[config.mk]
export PLATFORM = sky130hd
export DESIGN_NAME = load_writeback
export DESIGN_NICKNAME = d
export VERILOG_FILES = /design/src/rtl/load_writeback.sv
export SDC_FILE = /design/constraint.sdc
export NUM_CORES = 1
export LEC_CHECK = 0
export BUFFER_PORTS_ARGS = -buffer_cell sky130_fd_sc_hd__buf_2
export CAP_MARGIN = 5
export CORE_ASPECT_RATIO = 0.9
export CORE_MARGIN = 2
export CORE_UTILIZATION = 52
export DETAILED_ROUTE_END_ITERATION = 6
export PLACE_DENSITY = 0.79
export SLEW_MARGIN = 20
export SYNTH_ARGS = -nofsm -noshare
export SYNTH_HDL_FRONTEND = slang
export SYNTH_SLANG_ARGS = --single-unit
[constraint.sdc]
create_clock -name clk -period 2.35 [get_ports clk]
set_clock_uncertainty 0.05 [all_clocks]
set_input_delay 0 -clock clk [delete_from_list [all_inputs] [get_ports clk]]
set_output_delay 0 -clock clk [all_outputs]
set_load 0.05 [all_outputs]
[src/rtl/load_writeback.sv]
// Multi-cycle load unit: fetches the containing word, aligns/extends/merges it,
// and issues a single-cycle register-file write (or an address-error pulse).
module load_writeback (
    input  logic        clk,
    input  logic        reset,
    input  logic        start,
    input  logic [5:0]  opcode,
    input  logic [31:0] addr,
    input  logic [31:0] rt_old,
    input  logic [4:0]  dest,
    output logic [31:0] mem_address,
    output logic        mem_read,
    output logic [3:0]  mem_byteenable,
    input  logic [31:0] mem_readdata,
    input  logic        mem_waitrequest,
    output logic [1:0]  RegWrite,
    output logic [4:0]  WriteReg,
    output logic [31:0] WriteData,
    output logic        busy,
    output logic        done,
    output logic        addr_error
);

    localparam logic [1:0] S_IDLE = 2'd0;
    localparam logic [1:0] S_REQ  = 2'd1;
    localparam logic [1:0] S_WB   = 2'd2;
    localparam logic [1:0] S_ERR  = 2'd3;

    localparam logic [5:0] OP_LB  = 6'h20;
    localparam logic [5:0] OP_LH  = 6'h21;
    localparam logic [5:0] OP_LWL = 6'h22;
    localparam logic [5:0] OP_LW  = 6'h23;
    localparam logic [5:0] OP_LBU = 6'h24;
    localparam logic [5:0] OP_LHU = 6'h25;
    localparam logic [5:0] OP_LWR = 6'h26;

    logic [1:0]  r_state;
    logic [5:0]  r_op;
    logic [31:0] r_addr;
    logic [31:0] r_rt;
    logic [4:0]  r_dest;
    logic [31:0] r_wdata;

    logic        w_valid_op;
    logic        w_misaligned;
    logic [1:0]  w_k;
    logic [4:0]  w_sh_lane;
    logic [4:0]  w_sh_lwl;
    logic [7:0]  w_byte;
    logic [15:0] w_half;
    logic [31:0] w_result;

    always_comb begin
        w_valid_op   = 1'b0;
        w_misaligned = 1'b0;
        case (opcode)
            OP_LB, OP_LBU, OP_LWL, OP_LWR: w_valid_op = 1'b1;
            OP_LH, OP_LHU: begin
                w_valid_op   = 1'b1;
                w_misaligned = addr[0];
            end
            OP_LW: begin
                w_valid_op   = 1'b1;
                w_misaligned = (addr[1:0] != 2'b00);
            end
            default: ;
        endcase
    end

    // Lane shifts: 8*k for the addressed byte / LWR, 8*(3-k) for LWL (3-k == ~k on 2 bits).
    assign w_k       = r_addr[1:0];
    assign w_sh_lane = {w_k, 3'b000};
    assign w_sh_lwl  = {~w_k, 3'b000};
    assign w_byte    = 8'(mem_readdata >> w_sh_lane);
    assign w_half    = r_addr[1] ? mem_readdata[31:16] : mem_readdata[15:0];

    always_comb begin
        w_result = mem_readdata;
        case (r_op)
            OP_LB:  w_result = {{24{w_byte[7]}}, w_byte};
            OP_LBU: w_result = {24'h000000, w_byte};
            OP_LH:  w_result = {{16{w_half[15]}}, w_half};
            OP_LHU: w_result = {16'h0000, w_half};
            OP_LWL: w_result = (mem_readdata << w_sh_lwl)
                             | (r_rt & ((32'd1 << w_sh_lwl) - 32'd1));
            OP_LWR: w_result = (mem_readdata >> w_sh_lane)
                             | (r_rt & ~(32'hFFFF_FFFF >> w_sh_lane));
            default: w_result = mem_readdata;
        endcase
    end

    always_ff @(posedge clk) begin
        if (!reset) begin
            r_state <= S_IDLE;
            r_op    <= 6'd0;
            r_addr  <= 32'd0;
            r_rt    <= 32'd0;
            r_dest  <= 5'd0;
            r_wdata <= 32'd0;
        end else begin
            case (r_state)
                S_IDLE: begin
                    if (start && w_valid_op) begin
                        r_op    <= opcode;
                        r_addr  <= addr;
                        r_rt    <= rt_old;
                        r_dest  <= dest;
                        r_state <= w_misaligned ? S_ERR : S_REQ;
                    end
                end
                S_REQ: begin
                    if (!mem_waitrequest) begin
                        r_wdata <= w_result;
                        r_state <= S_WB;
                    end
                end
                default: r_state <= S_IDLE;
            endcase
        end
    end

    assign mem_address    = {r_addr[31:2], 2'b00};
    assign mem_read       = (r_state == S_REQ);
    assign mem_byteenable = {4{mem_read}};
    assign RegWrite       = (r_state == S_WB && r_dest != 5'd0) ? 2'b11 : 2'b00;
    assign WriteReg       = r_dest;
    assign WriteData      = r_wdata;
    assign busy           = (r_state != S_IDLE);
    assign done           = (r_state == S_WB);
    assign addr_error     = (r_state == S_ERR);

endmodule
### Yosys cells after proc, flatten, opt, wreduce, memory -nomap -nowiden

Index checks and enable logic that the tools add are counted.

* reduce and logical (&&, ||, !) cells: 11
* mux-type cells: 9
* shift operators: 4
* add/sub/neg operators: 1
* equal/unequal tests: 18
* bitwise gates (word level): 7

Operators with widths (number)
* one-hot mux 32 bit (6 select lines): 1
* == test 6 bit, second input constant: 13
* bitwise AND 32 bit: 2
* OR 32 bit: 2
* NOT 32 bit: 1
* left shift 1 x 5 -> 32 bit, first input constant: 1
* left shift 32 x 5 -> 32 bit: 1
* >> shifter 32 x 5 -> 32 bit: 1
* >> shifter 32 x 5 -> 32 bit, first input constant: 1
* subtractor 32 x 1 -> 32 bit, second input constant: 1
* two-way mux 16 bit: 1
* two-way mux 2 bit: 4
* OR reduction 7 bit: 1
* AND reduction 2 bit: 3
* nonzero test 5 bit: 1
* == test 2 bit, second input constant: 2
* != test 2 bit, second input constant: 2
* one-hot mux 2 bit (2 select lines): 1
* nonzero test 2 bit: 2
* == test 2 x 1 -> 1 bit, second input constant: 1
* logical AND 1 bit: 2
* zero test 2 bit: 1
* NOT 2 bit: 1
* one-hot mux 1 bit (2 select lines): 1
* 3 further kinds: 3

* output and inout port bits: 79
* register bits: 109

### Longest topological paths before layout

* depth in word-level cells: 6
* mapped depth: 9
* depth with buffers taken out: 5

### Least setup slack after synthesis

Ideal clock, no wire load.

* path kind: reg2out
* start point: register r_state[1]
* end point: output port RegWrite[1]
* arrival: 1978 ps
* path buffers: 1
* data required time: 2300 ps
* path slack: 322 ps
* stages on the path, launching flop included: 4
* cells stage by stage: dfxtp_1 -> nor2b_1 -> o21a_1 -> buf_4

* longest elaborated chain between the ends: 3

RTL lines
* start: declaration: line 37 `logic [1:0] r_state;`
* start signal: assignment: line 108 `r_state <= w_misaligned ? S_ERR : S_REQ;`
* == test 2 bit
* net done: line 20 `output logic done,`
* logical AND 1 bit: line 125 `assign RegWrite = (r_state == S_WB && r_dest != 5'd0) ? 2'b11 : 2'b00;`
* two-way mux 2 bit: line 125
* end: declaration: line 16 `output logic [1:0] RegWrite,`

The timed path passes the listed nets, and every way through them passes these cells.

### Worst setup path after layout

* start point: register r_state[1]
* end point: register r_rt[31]

* longest elaborated chain between the ends: 2

RTL lines
* zero test 2 bit: line 101 `case (r_state)`
* AND reduction 2 bit (no line)
* end signal: assignment: line 106 `r_rt <= rt_old;`
* end: declaration: line 40 `logic [31:0] r_rt;`

No other way between the ends.
A chain may end at the register's enable or synchronous reset.

==> impl_results.md <==
* Crit start category: flop
* Synth cell types at 59
* Async SR Flop Fraction at 0
* First-pass iteration count of the detailed router at 5
* Congestion Overflow GR at 0
* GRT Overall Usage at 0.307
* Worst Setup End Kind: flop
* Max_cap viols at 0
* Clk sinks at 109
* Nets at 1080
* Root buf cell: clkbuf_16
* First-pass GRT wire length at 30800 um
* Num CTS Buffers at 9
* Clock transition at path regs at 0.07 ns
* Post-synthesis adder-cell area fraction at 0
* Deepest clock path buffer count at 2
* Share of cells above drive strength 1 at 0.284
* Reg2Reg Depth at 7
* Reg2reg start: r_state[1]$_SDFFE_PN0P_
* Unrepaired setup endpoints after global routing: false
* Initial DRC count at 485
* Fmax at 0.452 GHz
* Initial Util at 0.530
* Fin. max-slew vios at 0
* Hold depth at 4
* Most frequent cells after synthesis: nand2_1, dfxtp_1, a21boi_0
* Number of global-route vias before repair at 6172
* Design area at 0.00822 sq mm
* WP data required at 2.61 ns
* Simple-gate area share of the yosys netlist at 0.163
* Synthesized cell area at 0.00604 sq mm
* RR Endpoint: r_rt[31]$_SDFFE_PN0P_
* Clk Latency, worst-skew pair at 0.36 ns
* Cell Pwr Density at 483 mW/mm^2
* Main combinational cell family by area after synthesis: compound AO/OA/AOI/OAI gates
* Drt via density at 5.61
* Antenna-violating nets left at 0
* Mux cell area share after synthesis at 0.124
* Top cells by area, synth: dfxtp_1, nand2_1, a21boi_0
* Die area at 0.0125 sq mm
* Fraction of the cycle the final worst path needs at 0.940
* Mapped Cells at 734
* Slew margin rel. at 0.518
* Top-area cell type share of the netlist area at 0.362
* Synthesis-to-finish area growth at 36.2%
* Placed cell areas at 0.00691 sq mm
* Seq/Total Area, Yosys at 0.362
* Synthesis-stage register bit count at 109
* Max VDD drop at 0.475 mV
* Htree depth at 3
* Tmin final at 2.21 ns
* Setup slack, reg-to-reg at 0.14 ns
* Final TNS setup at 0 ns
* Compound-Gate Fraction of Synth Area at 0.262
* Hold Path Class: in2reg
* Num ports at 190
* Worst-Margin Slew at 0.723 ns
* N_diodes at 0
* Die X at 118 um
* Status: finished clean
* Core box area at 0.0114 sq mm
* Initial antenna violation count at 0
* Dominant cell by count in the synthesized netlist: nand2_1
* Final GP Congestion at 0.920
* Detailed placer's ending HPWL at 12600 um
* DR WL/cell at 17.4 um
* Setup violators final at 0
* Lkg Pwr at 3.38 nW
* Critical Path AT at 2.47 ns
* Fin Hold WS at 0.0541 ns
* Vias at 6329
* Number of port buffers at 187
* Top_reg_cell synth: dfxtp_1
* Fill count at 914
* DRC Markers at 0
* Min-Delay Endpoint: WriteData[12]$_SDFFE_PN0P_
* CTS tree: yes
* Avg Inst Size Synth at 8.22 sq um
* Final hold vios at 0
* Final wirelength at 19600 um
* EDFF count, synth at 0
* Finished Core Util at 0.722
* Die Ht at 106 um
* YS warnings at 0
* Max FO, Critical Path at 24
* Row cnt at 37
* Setup CP Type: reg2reg
* Xor and xnor fraction of the mapped netlist area at 0
* Largest area contributor in the netlist: dfxtp_1
* Hold Path Origin: mem_readdata[12]
* Largest net degree at the start of global routing at 69
[report_power, final]
part / switching [mW] / internal [mW]
Combinational: 0.337 / 0.309
Clock: 0.702 / 0.718
Sequential: 0.0260 / 1.88
[final cells by class]
cell class / instances / area [sq um] / share of cell area
Clock buffer: 10 / 229 / 0.0278
Clock inverter: 5 / 37.5 / 0.00456
Inverter: 9 / 33.8 / 0.00411
Multi-Input combinational cell: 525 / 3350 / 0.408
Sequential cell: 109 / 2190 / 0.266
Tap cell: 156 / 195 / 0.0237
Timing Repair Buffer: 315 / 2190 / 0.266
[repair_timing]
action                                  CTS  global route
endpoints found under the setup margin    0             1
hold buffers                            100             0
resized for setup                         0             2
setup buffers                             0             1
endpoints found under the hold margin   101             0
[through the flow]
stage,power (mW),setup WS (ns),instances
after floorplan,2.25,0.322,735
after global placement,2.44,0.371,1012
after detailed placement,2.44,0.315,1012
after CTS,3.97,0.0646,1127
after global routing,4.11,0.0289,1129
final,3.97,0.140,1129
[registers in the layout (all words and copies together) (netlist names)]
signal     flops
WriteData     32
WriteReg       5
r_addr        32
r_op           6
r_rt          32
r_state        2
[worst max-delay path by stage]
stage | startpoint | to | slack (ns) | depth (start not counted)
after floorplan | r_state[1]$_SDFFE_PN0P_ | RegWrite[1] | 0.32 | 3
after global routing | r_state[1]$_SDFFE_PN0P_ | r_rt[31]$_SDFFE_PN0P_ | 0.03 | 7
after global placement | r_addr[0]$_SDFFE_PN0P_ | WriteData[10]$_SDFFE_PN0P_ | 0.37 | 6
final | r_state[1]$_SDFFE_PN0P_ | r_rt[31]$_SDFFE_PN0P_ | 0.14 | 7
after detailed placement | r_op[5]$_SDFFE_PN0P_ | WriteData[20]$_SDFFE_PN0P_ | 0.32 | 5
after CTS | r_state[1]$_SDFFE_PN0P_ | r_rt[31]$_SDFFE_PN0P_ | 0.06 | 7
[logic make-up (layout without fill, tap and decap cells)]
family / Yosys count / count (layout)
flip-flops: 109 / 109
other: 1 / 2
AO/OA/AOI/OAI: 225 / 225
multiplexers: 64 / 64
buffers and inverters: 101 / 339
AND/OR/NAND/NOR: 234 / 234
[worst max-delay path, cell delays in order, from the launching register on]
cell,delay (ns)
dfxtp_2,0.36
or2_2,0.31
nand2b_1,0.24
a31oi_4,0.23
buf_12,0.20
nand2_1,0.07
a21boi_0,0.13
dlygate4sd3_1,0.56
[cells in the final DEF (no fill, tap or decap), types with 2 or more instances in the layout]
cell | Yosys | layout
buf_2 | 10 | 187
nand2_1 | 173 | 173
dfxtp_1 | 109 | 106
dlygate4sd3_1 | 0 | 100
a21boi_0 | 72 | 72
a21oi_1 | 34 | 34
o21ai_0 | 33 | 33
mux2i_1 | 33 | 33
nor2_1 | 31 | 31
mux2_2 | 25 | 25
buf_4 | 37 | 25
a22oi_1 | 14 | 14
o21ai_1 | 10 | 10
clkbuf_16 | 0 | 10
inv_1 | 9 | 9
o221a_1 | 8 | 8
a21o_1 | 8 | 8
o221ai_1 | 7 | 7
mux4_2 | 6 | 6
a2111oi_0 | 6 | 6
a221oi_1 | 6 | 6
o211ai_1 | 6 | 6
nand3_1 | 4 | 4
a31oi_1 | 4 | 4
dfxtp_2 | 0 | 3
or2_2 | 2 | 2
nor2b_1 | 2 | 2
o21a_1 | 2 | 2
and2_1 | 2 | 2
nand2b_1 | 2 | 2
nor4b_1 | 2 | 2
a32oi_1 | 2 | 2
o211ai_2 | 2 | 2
and3_1 | 2 | 2
conb_1 | 1 | 2
clkinvlp_4 | 0 | 2
buf_12 | 0 | 2
[metal layers]
| layer | GRT usage | vias up | wire (um) |
|---|---|---|---|
| met5 | 0 | - | 0 |
| met2 | 0.529 | 294 | 9240 |
| met1 | 0.371 | 2955 | 8180 |
| li1 | - | 3023 | - |
| met3 | 0.0703 | 57 | 1530 |
| met4 | 0.132 | 0 | 701 |
Power figures use the tool's default switching activity.
